**config.mk**
```make
export PLATFORM = sky130hd
export DESIGN_NAME = alu_reg_sequencer
export DESIGN_NICKNAME = d
export VERILOG_FILES = /design/src/rtl/alu_reg_sequencer_pkg.sv /design/src/rtl/alu_cmd_fifo.sv /design/src/rtl/alu_reg_sequencer.sv
export SDC_FILE = /design/constraint.sdc
export NUM_CORES = 1
export LEC_CHECK = 0
export BUFFER_PORTS_ARGS = -buffer_cell sky130_fd_sc_hd__buf_2
export CORE_ASPECT_RATIO = 0.75
export CORE_MARGIN = 8
export CORE_UTILIZATION = 54
export DETAILED_ROUTE_END_ITERATION = 8
export PLACE_DENSITY = 0.76
export SLEW_MARGIN = 5
export SYNTH_ARGS = -nofsm -noshare
export SYNTH_HDL_FRONTEND = slang
export SYNTH_HIERARCHICAL = 1
export SYNTH_SLANG_ARGS = --single-unit
```
**constraint.sdc**
```tcl
create_clock -name clk -period 2.6 [get_ports clk]
set_input_delay 0.65 -clock clk [delete_from_list [all_inputs] [get_ports clk]]
set_output_delay 0.65 -clock clk [all_outputs]
set_load 0.1 [all_outputs]
```
**src/rtl/alu_reg_sequencer_pkg.sv**
```systemverilog
// Shared definitions for the ALU command sequencer: FSM encoding and the bit layout of the
// packed FIFO command word {ra, rb, rd, op, wb}.
package alu_reg_sequencer_pkg;

  typedef enum logic [2:0] {
    StIdle = 3'd0,
    StRead = 3'd1,
    StExec = 3'd2,
    StWb   = 3'd3,
    StDone = 3'd4
  } seq_state_e;

  localparam int unsigned WbBit = 0;
  localparam int unsigned OpLsb = 1;

  function automatic int unsigned rd_lsb(input int unsigned op_w);
    return 1 + op_w;
  endfunction

  function automatic int unsigned rb_lsb(input int unsigned addr_w, input int unsigned op_w);
    return 1 + op_w + addr_w;
  endfunction

  function automatic int unsigned ra_lsb(input int unsigned addr_w, input int unsigned op_w);
    return 1 + op_w + 2 * addr_w;
  endfunction

  function automatic int unsigned cmd_width(input int unsigned addr_w, input int unsigned op_w);
    return 3 * addr_w + op_w + 1;
  endfunction

endpackage

```
**src/rtl/alu_cmd_fifo.sv**
```systemverilog
// Synchronous command FIFO with occupancy count; pushes while full and pops while empty are
// dropped. Depth must be a power of two so the pointers wrap naturally.
module alu_cmd_fifo #(
  parameter int unsigned DEPTH = 4,
  parameter int unsigned WIDTH = 8
) (
  input  logic                   clk_i,
  input  logic                   rst_i,
  input  logic                   push_i,
  input  logic [WIDTH-1:0]       wdata_i,
  input  logic                   pop_i,
  output logic [WIDTH-1:0]       rdata_o,
  output logic                   full_o,
  output logic                   empty_o,
  output logic [$clog2(DEPTH):0] count_o
);
  localparam int unsigned PtrW = $clog2(DEPTH);
  localparam int unsigned CntW = PtrW + 1;

  logic [WIDTH-1:0] mem_q [DEPTH];
  logic [WIDTH-1:0] mem_d [DEPTH];
  logic [PtrW-1:0]  wr_ptr_q, wr_ptr_d;
  logic [PtrW-1:0]  rd_ptr_q, rd_ptr_d;
  logic [CntW-1:0]  count_q, count_d;
  logic             do_push, do_pop;

  assign full_o  = (count_q == CntW'(DEPTH));
  assign empty_o = (count_q == '0);
  assign count_o = count_q;
  assign rdata_o = mem_q[rd_ptr_q];
  assign do_push = push_i & ~full_o;
  assign do_pop  = pop_i & ~empty_o;

  always_comb begin
    mem_d    = mem_q;
    wr_ptr_d = wr_ptr_q;
    rd_ptr_d = rd_ptr_q;
    count_d  = count_q;
    if (do_push) begin
      mem_d[wr_ptr_q] = wdata_i;
      wr_ptr_d        = wr_ptr_q + PtrW'(1);
    end
    if (do_pop) begin
      rd_ptr_d = rd_ptr_q + PtrW'(1);
    end
    if (do_push && !do_pop) begin
      count_d = count_q + CntW'(1);
    end else if (do_pop && !do_push) begin
      count_d = count_q - CntW'(1);
    end
  end

  always_ff @(posedge clk_i) begin
    if (rst_i) begin
      wr_ptr_q <= '0;
      rd_ptr_q <= '0;
      count_q  <= '0;
    end else begin
      wr_ptr_q <= wr_ptr_d;
      rd_ptr_q <= rd_ptr_d;
      count_q  <= count_d;
    end
  end

  always_ff @(posedge clk_i) begin
    mem_q <= mem_d;
  end

endmodule

```
**src/rtl/alu_reg_sequencer.sv**
```systemverilog
// Command sequencer for the ALU/register-file datapath: queues commands and steps each one
// through read, execute, write-back and respond with one-cycle strobes.
module alu_reg_sequencer
  import alu_reg_sequencer_pkg::*;
#(
  parameter int unsigned DEPTH  = 4,
  parameter int unsigned ADDR_W = 5,
  parameter int unsigned OP_W   = 4,
  parameter int unsigned DATA_W = 32
) (
  input  logic                   clk,
  input  logic                   rst,
  input  logic                   cmd_valid,
  output logic                   cmd_ready,
  input  logic [ADDR_W-1:0]      cmd_ra,
  input  logic [ADDR_W-1:0]      cmd_rb,
  input  logic [ADDR_W-1:0]      cmd_rd,
  input  logic [OP_W-1:0]        cmd_op,
  input  logic                   cmd_wb,
  output logic [ADDR_W-1:0]      dp_r_addr_a,
  output logic [ADDR_W-1:0]      dp_r_addr_b,
  output logic [ADDR_W-1:0]      dp_w_addr,
  output logic [OP_W-1:0]        dp_alu_op,
  output logic                   dp_alu_en,
  output logic                   dp_w_en,
  input  logic [DATA_W-1:0]      dp_res,
  input  logic [3:0]             dp_flags,
  output logic                   rsp_valid,
  output logic [DATA_W-1:0]      rsp_res,
  output logic [3:0]             rsp_flags,
  output logic                   busy,
  output logic [$clog2(DEPTH):0] q_count
);
  localparam int unsigned CmdW  = cmd_width(ADDR_W, OP_W);
  localparam int unsigned RdLsb = rd_lsb(OP_W);
  localparam int unsigned RbLsb = rb_lsb(ADDR_W, OP_W);
  localparam int unsigned RaLsb = ra_lsb(ADDR_W, OP_W);

  seq_state_e              state_q, state_d;
  logic [ADDR_W-1:0]       ra_q, ra_d, rb_q, rb_d, rd_q, rd_d;
  logic [OP_W-1:0]         op_q, op_d;
  logic                    wb_q, wb_d;
  logic [DATA_W-1:0]       res_q, res_d;
  logic [3:0]              flags_q, flags_d;
  logic                    fifo_full, fifo_empty, fifo_pop;
  logic [CmdW-1:0]         fifo_wdata, fifo_rdata;
  logic [$clog2(DEPTH):0]  fifo_count;
  logic                    alu_en, w_en, rsp_v;

  assign fifo_wdata = {cmd_ra, cmd_rb, cmd_rd, cmd_op, cmd_wb};

  alu_cmd_fifo #(
    .DEPTH(DEPTH),
    .WIDTH(CmdW)
  ) u_fifo (
    .clk_i  (clk),
    .rst_i  (rst),
    .push_i (cmd_valid),
    .wdata_i(fifo_wdata),
    .pop_i  (fifo_pop),
    .rdata_o(fifo_rdata),
    .full_o (fifo_full),
    .empty_o(fifo_empty),
    .count_o(fifo_count)
  );

  always_comb begin
    state_d  = state_q;
    ra_d     = ra_q;
    rb_d     = rb_q;
    rd_d     = rd_q;
    op_d     = op_q;
    wb_d     = wb_q;
    res_d    = res_q;
    flags_d  = flags_q;
    fifo_pop = 1'b0;
    alu_en   = 1'b0;
    w_en     = 1'b0;
    rsp_v    = 1'b0;
    case (state_q)
      StIdle: begin
        if (!fifo_empty) begin
          fifo_pop = 1'b1;
          ra_d     = fifo_rdata[RaLsb +: ADDR_W];
          rb_d     = fifo_rdata[RbLsb +: ADDR_W];
          rd_d     = fifo_rdata[RdLsb +: ADDR_W];
          op_d     = fifo_rdata[OpLsb +: OP_W];
          wb_d     = fifo_rdata[WbBit];
          state_d  = StRead;
        end
      end
      StRead: state_d = StExec;
      StExec: begin
        alu_en  = 1'b1;
        state_d = StWb;
      end
      StWb: begin
        // Register 0 is hardwired, so its write strobe is never raised.
        w_en    = wb_q && (rd_q != '0);
        res_d   = dp_res;
        flags_d = dp_flags;
        state_d = StDone;
      end
      StDone: begin
        rsp_v   = 1'b1;
        state_d = StIdle;
      end
      default: state_d = StIdle;
    endcase
  end

  always_ff @(posedge clk) begin
    if (rst) begin
      state_q <= StIdle;
      ra_q    <= '0;
      rb_q    <= '0;
      rd_q    <= '0;
      op_q    <= '0;
      wb_q    <= 1'b0;
      res_q   <= '0;
      flags_q <= '0;
    end else begin
      state_q <= state_d;
      ra_q    <= ra_d;
      rb_q    <= rb_d;
      rd_q    <= rd_d;
      op_q    <= op_d;
      wb_q    <= wb_d;
      res_q   <= res_d;
      flags_q <= flags_d;
    end
  end

  // Outputs read as their reset values while rst is high, so an abort never leaks a strobe.
  assign cmd_ready   = rst | ~fifo_full;
  assign busy        = ~rst & ((state_q != StIdle) | ~fifo_empty);
  assign q_count     = rst ? '0 : fifo_count;
  assign dp_r_addr_a = rst ? '0 : ra_q;
  assign dp_r_addr_b = rst ? '0 : rb_q;
  assign dp_w_addr   = rst ? '0 : rd_q;
  assign dp_alu_op   = rst ? '0 : op_q;
  assign dp_alu_en   = ~rst & alu_en;
  assign dp_w_en     = ~rst & w_en;
  assign rsp_valid   = ~rst & rsp_v;
  assign rsp_res     = rst ? '0 : res_q;
  assign rsp_flags   = rst ? '0 : flags_q;

endmodule

```
==> out/metrics.yaml, run 1 <==
synth_ff_type: "edfxtp_1"
cts_buffers: 17
remaining_drc_errors: 0
ys_seq_elements: 146
startpoint_type: "flip-flop"
synth_nets: 441
worstMarginPinSlew_ps: 491
die-area_um2: 14400
grtUsageTotal_pct: 18.6
ys_seq_area_share_pct: 64.1
hold_viol: 0
worstSetupStartpoint: "u_fifo/count_o[0]"
crit_type: "flip-flop to flip-flop"
vias: 3512
slew_headroom_pct: 67.5
core_area_um2: 10400
post-route-period-util_pct: 91.3
rr_endpoint: "u_fifo/count_o[2]"
path_clk_slew_ps: 60
cp.required_ps: 2940
grt_max_degree: 38
cts-root-buf: "clkbuf_16"
wl_um: 13000
start_util_pct: 56.0
synthCells: 376
whs_ps: 443
reg2reg_from: "u_fifo/count_o[0]"
cts_tree: "built"
synth_edf_count: 80
finalNonFillerCells: 657
clock_sinks: 146
final_layout_size_suffix_gt1_share_pct: 46.6
final_nets: 573
areaGrowthSynthToFinish_pct: 39.8
antennaDiodeCount: 0
slew_viol_final: 0
place.gp.congestion: 0.710
ant_nets: 0
rsz0062_at_grt: "false"
setup_tns_ps: 0
die_y_um: 106
end_kind: "flip-flop"
worst-path-max-fanout: 7
min-delay-start: "dp_res[5]"
outcome: "completed"
r2r_setup_slack_ps: 230
arrival_ps: 2710
grt_first_pass_wirelength_um: 20300
place_area_um2: 7570
die_w_um: 136
crit_path_end: "u_fifo/count_o[2]"
p_leak_nw: 3.05
grt_pass1_vias: 3765
power_density_nw_per_um2: 1040
syn_avg_cell_area_um2: 15.5
drt-pass1-iter-count: 4
clock.fmax_mhz: 421
final_common_cell: "edfxtp_1"
dp_cells: 625
via_per_inst: 5.35
numPortBuffers: 121
antenna_found_initial: 0
worstRegToRegCells: 9
post_drt_wl_per_cell_um: 19.8
fin_area_um2: 8120
clk_latency_ps: 410
finalSetupViolations: 0
skew_ps: 13.2
drv_cap: 0
cts.path.max_buffers: 2
grt-ovfl-total: 0
post-cts-setup-buffers: 0
io_pins: 122
hold-path-cell-count: 2
htreeDepth: 4
final_cell_mix: "edfxtp_1 (80), dfxtp_1 (66), buf_12 (62)"
postSynth.asyncResetShare_pct: 0
drt_iter0_markers: 171
hp-class: "input pin to flip-flop"
syn_area_um2: 5810
fin_crit_ps: 2370
hpwl_um: 8660
rows: 32
total_power_w: 0.00847
yosys_warnings: 6
ys_types: 34
peakVddDrop_v: 0.000827
==> critical path, cell delays in order (launching register included) <==
cell     delay [ps]
dfxtp_1         430
nor3_2          300
nor4_4           60
o31ai_2         100
ha_1            250
inv_1            90
fa_1            420
xor2_1          170
or3_1           310
a21oi_1         170
==> cell type report <==
class / instances / area (um^2)
clock inverters: 11 / 87.6
fillers: 590 / 2250
repair buffers: 137 / 1650
clock buffers: 21 / 460
flip-flops and latches: 146 / 3720
inverters: 4 / 15.0
well taps: 136 / 170
multi-input cells: 202 / 2010
==> cells by family after synthesis <==
kind of cell	synth area share [%]
buffers and inverters	3.10
muxes	12.5
AOI/OAI and AO/OA	6.40
adders and majority gates	1.42
xor gates and xnor gates	0.754
DFF	64.1
and+or+nand+nor	11.8
==> worst min path at each step <==
| stage | to | slack, ps |
|---|---|---|
| 2_1_floorplan | wb_q | 450 |
| 5_1_grt | res_q[16] | 440 |
| 6_report | res_q[5] | 440 |
| 3_3_place_gp | wb_q | 480 |
| 4_1_cts | res_q[15] | 430 |
| 3_5_place_dp | wb_q | 490 |
==> synthesized netlist by cell type (all sizes together) (3+ instances only) <==
master / count / area share (%)
o22a: 36 / 5.4
and2: 4 / 0.43
mux2: 19 / 4.2
nor2: 6 / 0.43
mux2i: 3 / 0.52
a21oi: 3 / 0.26
inv: 4 / 0.26
or3: 3 / 0.32
clkbuf: 5 / 0.34
dfxtp: 66 / 23
nor2b: 78 / 8.4
ha: 5 / 1.1
edfxtp: 80 / 41
nand2b: 5 / 0.54
buf: 19 / 2.5
xor2: 4 / 0.60
mux4: 20 / 7.8
==> where the power goes <==
group          switching (W)  total (W)  internal (W)  leakage [nW]
clock               0.000881    0.00223       0.00135         0.270
combinational        0.00189    0.00321       0.00132          1.51
sequential          0.000176    0.00303       0.00285          1.27
total                0.00295    0.00847       0.00553          3.05
==> timing repair <==
item / in CTS / in global routing
resized for setup: 0 / 1
setup endpoints to repair: 0 / 1
hold buffers: 0 / 0
==> state kept, by name (all words and copies together) (netlist names) <==
register         count
u_fifo/count_o       3
flags_q              4
u_fifo/rd_ptr_q      2
u_fifo/mem_q        80
state_q              3
rb_q                 5
op_q                 4
ra_q                 5
rd_q                 5
wb_q                 1
u_fifo/wr_ptr_q      2
res_q               32
==> routing by layer <==
| metal | wire length (um) | up-vias | share of wire (%) | GRT usage [%] |
|---|---|---|---|---|
| li1 | - | 1659 | - | - |
| met1 | 5260 | 1739 | 40 | 20.8 |
| met4 | 95 | 0 | 0.73 | 6.56 |
| met3 | 834 | 9 | 6.4 | 6.17 |
| met2 | 6800 | 105 | 52 | 32.4 |
| met5 | 0 | - | 0 | 0 |
==> metrics by stage <==
| stage | setup slack, ps | utilization (%) |
|---|---|---|
| 3_3_place_gp | 349 | 73.0 |
| 6_report | 226 | 78.3 |
| 3_5_place_dp | 268 | 73.0 |
| 2_1_floorplan | -355 | - |
| 4_1_cts | 96.9 | 78.3 |
| 5_1_grt | 107 | 78.3 |
No activity file was read; power rests on OpenSTA's default activity.
==> run 2, diff against run 1 <==
clock period = 2.2 ns   (was 2.6 ns; I/O delays follow)
==> out/metrics.yaml, run 2 (synthesized netlist as in run 1, its figures left out) <==
outcome: "completed"  # unchanged
core_area_um2: 10400  # unchanged
die-area_um2: 14400  # unchanged
cp.required_ps: 1650  # was 2940 ps
cts_tree: "built"  # unchanged
clock_sinks: 146  # unchanged
ant_nets: 0  # unchanged
whs_ps: 334  # was 443 ps
drt-pass1-iter-count: 6  # was 4
grtUsageTotal_pct: 19.2  # was 18.6%
cts.path.max_buffers: 2  # unchanged
cts_buffers: 17  # unchanged
top_regs: "u_fifo/mem_q x80, res_q x32"  # unchanged
final_common_cell: "edfxtp_1"  # unchanged
rsz0062_at_grt: "true"  # was false
remaining_drc_errors: 0  # unchanged
fin_crit_ps: 2160
numPortBuffers: 121  # unchanged
clock.fmax_mhz: 463
slew_headroom_pct: 48.0  # was 67.5%
grt-ovfl-total: 0  # unchanged
power_density_nw_per_um2: 1240  # was 1040 nW/um^2
critical_path.max_stage_delay_ps: 390  # was 430 ps
fin_util_pct: 81.5  # was 78.3%
cp_num_buf_inv: 1  # unchanged
die_y_um: 106  # unchanged
hpwl_um: 8960  # was 8660 um
cts-root-buf: "clkbuf_16"  # unchanged
start_util_pct: 56.0  # unchanged
startpoint_type: "flip-flop"  # unchanged
met1_usage_pct: 21.8  # was 20.8%
crit_family: "simple AND/OR/NAND/NOR gates"  # unchanged
die_w_um: 136  # unchanged
drt_iter0_markers: 186  # was 171
worstPathCellList: "or3_1, o311a_4, buf_12"  # was nor3_2, nor4_4, o31ai_2, ha_1, inv_1, fa_1, xor2_1, or3_1, a21oi_1
postCtsHoldBufs: 0  # unchanged
final_cell_mix: "edfxtp_1 (80), buf_12 (67), dfxtp_1 (61)"  # was edfxtp_1 (80), dfxtp_1 (66), buf_12 (62)
vias: 3580  # was 3512
slowest_stage: "or3_1"  # was dfxtp_1
rows: 32  # unchanged
hold_viol: 0  # unchanged
grt_max_degree: 38  # unchanged
clk_latency_ps: 420  # was 410 ps
final_nets: 580  # was 573
end_kind: "output pin"  # was flip-flop
final_layout_size_suffix_gt1_share_pct: 49.2  # was 46.6%
place.gp.congestion: 0.713  # was 0.710
areaGrowthSynthToFinish_pct: 45.4  # was 39.8%
grt_pass1_vias: 3847  # was 3765
wl_um: 13400  # was 13000 um
grt_first_pass_wirelength_um: 21000  # was 20300 um
largest_reg_flops: 80  # unchanged
worst-path-max-fanout: 2  # was 7
post-cts-setup-buffers: 0  # unchanged
path_clk_slew_ps: 60  # about the same
arrival_ps: 1610  # was 2710 ps
top_register: "u_fifo/mem_q"  # unchanged
peakVddDrop_v: 0.000706  # was 0.000827 V
worstMarginPinSlew_ps: 776  # was 491 ps
hp-class: "input pin to flip-flop"  # unchanged
skew_ps: 11.2  # was 13.2 ps
antenna_found_initial: 0  # unchanged
htreeDepth: 4  # unchanged
total_power_w: 0.0105  # was 0.00847 W
post-route-period-util_pct: 98.3
nFillCells: 510  # was 590
globalRouteMet2Util_pct: 32.9  # was 32.4%
busiest_layer: "met2"  # unchanged
via_per_inst: 5.39  # was 5.35
drv_cap: 0  # unchanged
slew_viol_final: 0  # unchanged
global_route.usage.met3_pct: 5.08  # was 6.17%
post_drt_wl_per_cell_um: 20.1  # was 19.8 um
io_pins: 122  # unchanged
p_leak_nw: 3.12  # was 3.05 nW
finalSetupViolations: 0  # unchanged
crit_type: "flip-flop to output pin"  # was flip-flop to flip-flop
antennaDiodeCount: 0  # unchanged
## run 2: changes by cell type in the layout (fill, tap and decap cells not counted), moves of 2 or more
cell,delta
clkbuf_8,-2
buf_4,+3
bufinv_16,+2
buf_6,+2
dfxtp_2,+5
nor2b_2,-19
buf_2,-3
buf_12,+5
inv_6,+2
nor2b_4,+21
clkinv_2,-2
clkinvlp_4,+2
dfxtp_1,-5
nor2b_1,-2
## run 2: metal layers
metal,vias up,share of wire (%)
li1,1670,-
met1,1788,40
met2,100,53
met3,22,4.9
met4,0,2.0
met5,-,0
## run 2: metrics by stage
| step | TNS [ps] | instance area, um^2 | instances | setup WS, ps |
|---|---|---|---|---|
| 2_1_floorplan | -23530 | 6060 | 376 | -465 |
| 3_3_place_gp | 0 | 7810 | 632 | 148 |
| 3_5_place_dp | 0 | 7810 | 632 | 84.7 |
| 4_1_cts | 0 | 8430 | 664 | 15.9 |
| 5_1_grt | -14.0 | 8450 | 664 | -14.0 |
| 6_report | 0 | 8450 | 664 | 38.0 |
## run 2: worst paths after layout
check | start | endpoint | slack [ps] | cells after the start
setup / recovery | rd_q[4] | dp_w_en | 40 | 3
setup reg to reg | u_fifo/count_o[0] | u_fifo/count_o[2] | 70 | 9
hold reg to reg | wb_q | wb_q | 490 | 2
hold / removal | dp_res[14] | res_q[14] | 330 | 2
## run 2: report_power, final
| part | total [W] | switching, W | internal, W |
|---|---|---|---|
| Sequential | 0.00356 | 0.000188 | 0.00338 |
| Combinational | 0.00402 | 0.00232 | 0.00171 |
| Clock | 0.00289 | 0.00111 | 0.00178 |
## run 2: area by class of cell
| cell class | count | area, um^2 | area share [%] |
|---|---|---|---|
| clock buffers | 18 | 429 | 5.08 |
| clock inverters | 14 | 163 | 1.93 |
| inverters | 4 | 15.0 | 0.178 |
| multi-input cells | 202 | 2160 | 25.5 |
| flip-flops and latches | 146 | 3730 | 44.2 |
| well taps | 136 | 170 | 2.01 |
| repair buffers | 144 | 1780 | 21.1 |
## run 2: worst reg2reg max path: cells and delay by family, from the launching register on
kind / cells / cell delay [ps]
AOI/OAI and AO/OA: 2 / 220
xor gates and xnor gates: 1 / 160
adders and majority gates: 2 / 640
buffers and inverters: 1 / 70
DFF: 1 / 350
and+or+nand+nor: 3 / 630
## run 2: repair_timing
item                       4_1_cts  5_1_grt
setup endpoints to repair        2        4
gates resized for setup          8        3
pin swaps                        2        1
